==> src/rtl/fetch_unit.sv <==
// fetch_unit: instruction-fetch stage. Holds the PC, reads the instruction
// memory combinationally and buffers {pc, instr} pairs in a DEPTH-entry
// in-order queue that feeds decode over a valid/ready handshake. Redirects
// flush the queue and reload the PC.
//
// Optional feature macro: FETCH_MISALIGN_CHECK_EN
//   defined   : a redirect to a non-word-aligned target raises a sticky
//               fetch_fault, loads the raw target and stops all fetching.
//   undefined : target[1:0] is ignored and fetch_fault is tied to 0.
//
// Ports:
//   clk, rst            clock, synchronous active-high reset
//   imem_addr           byte address to instruction memory (the PC register)
//   imem_rdata          instruction word for imem_addr, same cycle
//   id_valid/id_ready   decode handshake on the queue head
//   id_instr, id_pc,    head entry and its pc + 4; all zero when id_valid=0
//   id_pc_plus4
//   redirect_valid,     flush the queue and reload the PC with the target
//   redirect_target
//   fetch_fault         sticky misaligned-redirect fault
module fetch_unit #(
    parameter logic [31:0] RESET_PC = 32'h0000_0000,
    parameter int unsigned DEPTH    = 2
) (
    input  logic        clk,
    input  logic        rst,
    output logic [31:0] imem_addr,
    input  logic [31:0] imem_rdata,
    output logic        id_valid,
    input  logic        id_ready,
    output logic [31:0] id_instr,
    output logic [31:0] id_pc,
    output logic [31:0] id_pc_plus4,
    input  logic        redirect_valid,
    input  logic [31:0] redirect_target,
    output logic        fetch_fault
);

    localparam int unsigned PTR_W = (DEPTH > 1) ? $clog2(DEPTH) : 1;
    localparam int unsigned CNT_W = $clog2(DEPTH + 1);

    logic [31:0]      r_pc;
    logic [31:0]      r_q_pc    [DEPTH];
    logic [31:0]      r_q_instr [DEPTH];
    logic [PTR_W-1:0] r_rd_ptr;
    logic [PTR_W-1:0] r_wr_ptr;
    logic [CNT_W-1:0] r_count;
    logic             r_fault;

    logic             w_pop;
    logic             w_push;
    logic             w_full;
    logic [31:0]      w_redir_pc;
    logic             w_misalign;

    // Redirect target handling depends on whether misalignment is trapped
`ifdef FETCH_MISALIGN_CHECK_EN
    assign w_redir_pc = redirect_target;
    assign w_misalign = redirect_valid & (redirect_target[1:0] != 2'b00);
`else
    assign w_redir_pc = {redirect_target[31:2], 2'b00};
    assign w_misalign = 1'b0;
`endif

    assign w_full   = (r_count == CNT_W'(DEPTH));
    assign id_valid = (r_count != '0);
    assign w_pop    = id_valid & id_ready;
    // A full queue can still accept a fetch when the head leaves this cycle
    assign w_push   = ~redirect_valid & ~r_fault & (~w_full | w_pop);

    assign imem_addr   = r_pc;
    assign fetch_fault = r_fault;

    // Head is presented straight from the queue slot
    assign id_instr    = id_valid ? r_q_instr[r_rd_ptr] : 32'h0;
    assign id_pc       = id_valid ? r_q_pc[r_rd_ptr]    : 32'h0;
    assign id_pc_plus4 = id_valid ? (r_q_pc[r_rd_ptr] + 32'd4) : 32'h0;

    // Control state: PC, pointers, occupancy, fault
    always_ff @(posedge clk) begin
        if (rst) begin
            r_pc     <= RESET_PC;
            r_rd_ptr <= '0;
            r_wr_ptr <= '0;
            r_count  <= '0;
            r_fault  <= 1'b0;
        end else if (redirect_valid) begin
            r_pc     <= w_redir_pc;
            r_rd_ptr <= '0;
            r_wr_ptr <= '0;
            r_count  <= '0;
            r_fault  <= r_fault | w_misalign;
        end else begin
            if (w_push) begin
                r_pc     <= r_pc + 32'd4;
                r_wr_ptr <= r_wr_ptr + PTR_W'(1);
            end
            if (w_pop) begin
                r_rd_ptr <= r_rd_ptr + PTR_W'(1);
            end
            case ({w_push, w_pop})
                2'b10:   r_count <= r_count + CNT_W'(1);
                2'b01:   r_count <= r_count - CNT_W'(1);
                default: r_count <= r_count;
            endcase
        end
    end

    // Queue payload storage; validity is tracked by r_count alone
    always_ff @(posedge clk) begin
        if (!rst && w_push) begin
            r_q_pc[r_wr_ptr]    <= r_pc;
            r_q_instr[r_wr_ptr] <= imem_rdata;
        end
    end

endmodule
==> config.mk <==
export PLATFORM = sky130hd
export DESIGN_NAME = fetch_unit
export DESIGN_NICKNAME = d
export VERILOG_FILES = /design/src/rtl/fetch_unit.sv
export SDC_FILE = /design/constraint.sdc
export NUM_CORES = 1
export LEC_CHECK = 0
export BUFFER_PORTS_ARGS = -buffer_cell sky130_fd_sc_hd__clkbuf_2
export CORE_UTILIZATION = 45
export CTS_BUF_LIST = sky130_fd_sc_hd__clkbuf_16
export CTS_CLUSTER_DIAMETER = 30
export DETAILED_ROUTE_END_ITERATION = 10
export GPL_TIMING_DRIVEN = 0
export PLACE_DENSITY = 0.71
export SLEW_MARGIN = 5
export SYNTH_ARGS = -nofsm -noshare
export SYNTH_HDL_FRONTEND = slang
export SYNTH_SLANG_ARGS = --single-unit
==> constraint.sdc <==
create_clock -name clk -period 8.9 [get_ports clk]
set_input_delay 1.335 -clock clk [delete_from_list [all_inputs] [get_ports clk]]
set_output_delay 1.335 -clock clk [all_outputs]
set_load 0.005 [all_outputs]
* Yosys cells after proc, flatten, opt, wreduce, memory -nomap -nowiden *
Memories as Yosys holds them, arrays and structs flattened. A register that Yosys moved wholly into a read port is not among the register bits.
Cells that the tools add are included.

operators by class
  add/sub/neg operators = 6
  equal/unequal tests = 3
  mux-type cells = 12
  bitwise logic cells = 5
  reduce and logical (&&, ||, !) cells = 6

operators by type and width
  cell                                                                count
  32-bit 2-to-1 mux                                                   5
  32-bit by 3-bit adder with 32-bit output, second input constant     2
  1-bit 2-to-1 mux                                                    6
  2-bit nonzero test                                                  3
  2-bit == test, second input constant                                2
  2-bit one-hot mux with 2 select lines                               1
  1-bit adder, second input constant                                  2
  2-bit by 1-bit adder with 2-bit output, second input constant       1
  1-bit AND                                                           2
  2-bit by 1-bit == test with 1-bit output, second input constant     1
  1-bit NOT                                                           2
  2-bit OR reduction                                                  1
  2-bit by 1-bit subtractor with 2-bit output, second input constant  1
  1-bit logical AND                                                   1
  1-bit zero test                                                     1
  1-bit bitwise OR                                                    1

storage, ports and cells
  flip-flop bits (word level) = 36
  RAM bits = 128
  input bits = 68
  output and inout bits = 130
  word-level logic and storage cells = 39
  memories kept = 2

memory list
  memory     depth  bits a word  rd ports  clocked after memory_dff  wr ports  RTL line  RTL
  r_q_instr  2      32           1         1                         1         44        logic [31:0] r_q_instr [DEPTH];
  r_q_pc     2      32           1         1                         1         43        logic [31:0] r_q_pc [DEPTH];

* Logic depth before layout (Yosys ltp) *
  depth in word-level cells = 7
  depth in mapped cells = 9
  depth with buffers taken out = 7

* Worst setup path after synthesis *
No wires, ideal clock.

  path kind = input -> register
  from = input port redirect_valid
  to = memory r_q_instr[1][0] (enable)
  library setup time = 571 ps
  data arrival time = 6379 ps
  data required time = 8329 ps
  setup slack = 1949 ps
  cell stages on the path = 3
  path buffers = 1
  path through = or2_2 > clkbuf_1 > nor3b_1

between the ends
  longest elaborated chain between the ends = 5

ends and longest elaborated chain
  item                                    RTL line  RTL
  from (decl)                             34        input logic redirect_valid,
  1-bit NOT                               69        assign w_push = ~redirect_valid & ~r_fault & (~w_full | w_pop);
  1-bit AND                               69
  1-bit logical AND                       111       if (!rst && w_push) begin
  1-bit 2-to-1 mux                        111
  1-bit 2-to-1 mux (implied by the code)  113       r_q_instr[r_wr_ptr] <= imem_rdata;
  to (decl)                               44

No other way between the ends.

==> run summary <==
Die area = 17000 um2
Via Count = 5660
DR iter-0 viols = 332
Levels on crit path = 9
GRT overflow = 0
Status = finished, final reports clean
Cell taking the most area after synthesis = edfxtp_1
Crit path arrival time = 2.87 ns
Number of diodes = 0
GPL Wtd Cong = 0.892
Area growth syn-to-layout = 25.2%
Post-route setup TNS = 0 ns
Leading cell type in the layout, fill and taps excluded = clkbuf_2
Asr flop ratio synth = 0
Mean routed wirelength per cell = 16.6 um
Worst skew pair latency = 0.42 ns
Detailed Place HPWL = 13.9 mm
Root buf cell = clkbuf_16
Final net count = 935
Combinational share of power = 0.100
Slowest CP cell = mux2_1
Initial core utilization = 0.464
Crit-path max FO = 10
Leak = 3.56 nW
Syn Inst Count = 641
Register share of total power = 0.509
Maximum capacitance violations = 0
Clock group share of total power = 0.391
R2R depth = 6
Synth warnings = 0
GRT Total Usage = 0.216
Total CTS buffers = 17
Hold Crit Class = reg -> reg
Io pins = 198
CTS hold repair buffers = 0
Worst Tran Pin Value = 0.862 ns
Synth Register Bits = 159
R2r startpoint = r_count[0]$_SDFFE_PP0P_
Buffers and inverters on the worst path = 3
Worst path required time = 7.57 ns
Mean post-synth cell area = 11.6 um2
Layout Cells excl Fill = 1093
CP Class = reg -> out
Final number of hold-violating endpoints = 0
Most frequent cells in the layout = clkbuf_2, edfxtp_1, nor2_1
EDFF count, synth = 124
Share of layout cells above drive strength 1 = 0.296
Die Ht = 130 um
P_sw = 0.398 mW
Startpoint Class = register
Chip width = 130 um
Drt drc = 0
Final worst-path cycle share = 0.473
Worst setup path end = id_pc_plus4[30]
H-tree Lvls = 4
Final wirelength = 18.1 mm
Cts repair resizes = 0
Synthesized area = 7430 um2
Cell variety after synth = 53
Max Slew Vio Count = 0
Longest Clk Path Bufs = 2
Placeable Area = 16000 um2
Synth Flop Type = edfxtp_1
RR Endpoint = r_count[1]$_SDFFE_PP0P_
Fmax = 0.238 GHz
Power density over cell area = 181 nW/um2
Clock transition at path regs = 0.06 ns
Dpl cells = 1061
Min cycle time layout = 4.21 ns
CTS tree = built
Top post-synthesis cells by area = edfxtp_1, dfxtp_1, mux2i_1
Hold Path Stages = 2
Internal Power = 1.29 mW
Maximum vdd drop = 0.132 mV
Slew HR = 0.422
Pin count of the biggest net entering global routing = 17
First-pass GRT wire length = 27.4 mm
Net Sw Frac = 0.236
Initial antenna violation count = 0
Setup Fix Bufs, Post-CTS = 0
PortBufs = 188
Drt via density = 5.18
Crit-path cells = buf_6 -> mux2_2 -> ha_1 -> and2_1 -> clkbuf_1 -> nand4_2 -> nor4_1 -> mux2_1 -> clkbuf_2
Design Power = 1.69 mW
Count of final setup violators = 0
Vias in the first global route = 5203
Post-Route Skew = 0.00603 ns
CTS sink count = 159
Setup slack, reg-to-reg = 6.53 ns
Proportion of synthesized chip area in sequential cells = 0.595
FILL cells = 1388
Largest stage delay, worst path = 0.39 ns
Share of the synthesized area in the top cell type = 0.501
Antenna Nets Post-Route = 0
Rows = 46
RSZ-0062 raised after global routing = false
Worst Setup End Kind = primary output
Top delay family on crit path = simple AND/OR/NAND/NOR gates
Pre-antenna DRT Iters = 5
-- synthesized netlist by cell type, drive strengths merged, types with 11 or more instances --
master	n
a21oi	16
nor2	98
nand3	25
nor3	17
xnor2	36
nand4	12
edfxtp	124
clkbuf	19
nor4	11
nand2	42
buf	23
inv	11
mux2i	60
dfxtp	35
o21ai	19
-- flip-flops by register name, indices dropped and copies added, names as in the netlist, named ones only --
register   count
imem_addr     30
r_count        2
r_q_pc        60
r_q_instr     64
r_rd_ptr       1
r_wr_ptr       1
-- through the flow --
stage	setup WS, ns	hold slack, ns	utilization	instance area [um2]
after floorplan	1.95	0.474	-	7450
after global routing	4.53	0.541	0.581	9300
after detailed placement	5.15	0.505	0.547	8760
after CTS	4.67	0.522	0.581	9300
after global placement	-0.596	0.501	0.541	8660
final	4.69	0.520	0.581	9300
-- layout make-up --
class	count	area, um2	share of cell area
multi-input cells	435	2770	0.298
repair buffers	198	1020	0.110
plain buffers	42	224	0.0241
flip-flops and latches	159	4420	0.476
well taps	216	270	0.0291
clock inverters	13	68.8	0.00740
inverters	11	41.3	0.00444
clock buffers	19	475	0.0511
-- worst min-delay path, delay by kind of cell (launching register included) --
kind,cells,cell delay (ns)
xor gates and xnor gates,1,0.09
DFF,1,0.33
and+or+nand+nor,1,0.07
-- power by group through the flow --
stage / sequential (mW) / combinational [mW] / clock [mW]
CTS: 0.859 / 0.171 / 0.671
floorplan: 0.870 / 0.0917 / 0
global placement: 0.877 / 0.164 / 0
detailed placement: 0.874 / 0.170 / 0
finish: 0.859 / 0.169 / 0.659
global route: 0.863 / 0.189 / 0.703
-- routing by layer --
layer  part of all wire  wire, um  vias to the layer above  track usage
met2               0.48      8640                      204        0.358
met5                  0         0                        -            0
met3              0.064      1150                       17       0.0476
met1               0.45      8110                     2654        0.279
met4              0.013       240                        0       0.0744
li1                   -         -                     2785            -
-- logic make-up after synthesis --
group,Yosys count,share of synthesized area
other cells,1,0.000505
compound gates,77,0.0696
flops,159,0.595
simple gates,244,0.159
mux,65,0.0889
fa+ha+maj,3,0.00505
xor+xnor,39,0.0460
buf+inv,53,0.0357
-- how the worst min path moves through the flow --
| stage | startpoint | endpoint | slack (ns) |
|---|---|---|---|
| after floorplan | r_count[1]$_SDFFE_PP0P_ | r_count[1]$_SDFFE_PP0P_ | 0.47 |
| after global placement | r_count[1]$_SDFFE_PP0P_ | r_count[1]$_SDFFE_PP0P_ | 0.50 |
| after detailed placement | r_rd_ptr$_SDFFE_PP0P_ | register | 0.50 |
| after CTS | r_rd_ptr$_SDFFE_PP0P_ | register | 0.52 |
| after global routing | r_rd_ptr$_SDFFE_PP0P_ | r_rd_ptr$_SDFFE_PP0P_ | 0.54 |
| final | r_rd_ptr$_SDFFE_PP0P_ | register | 0.52 |
Power figures use the tool's default switching activity.
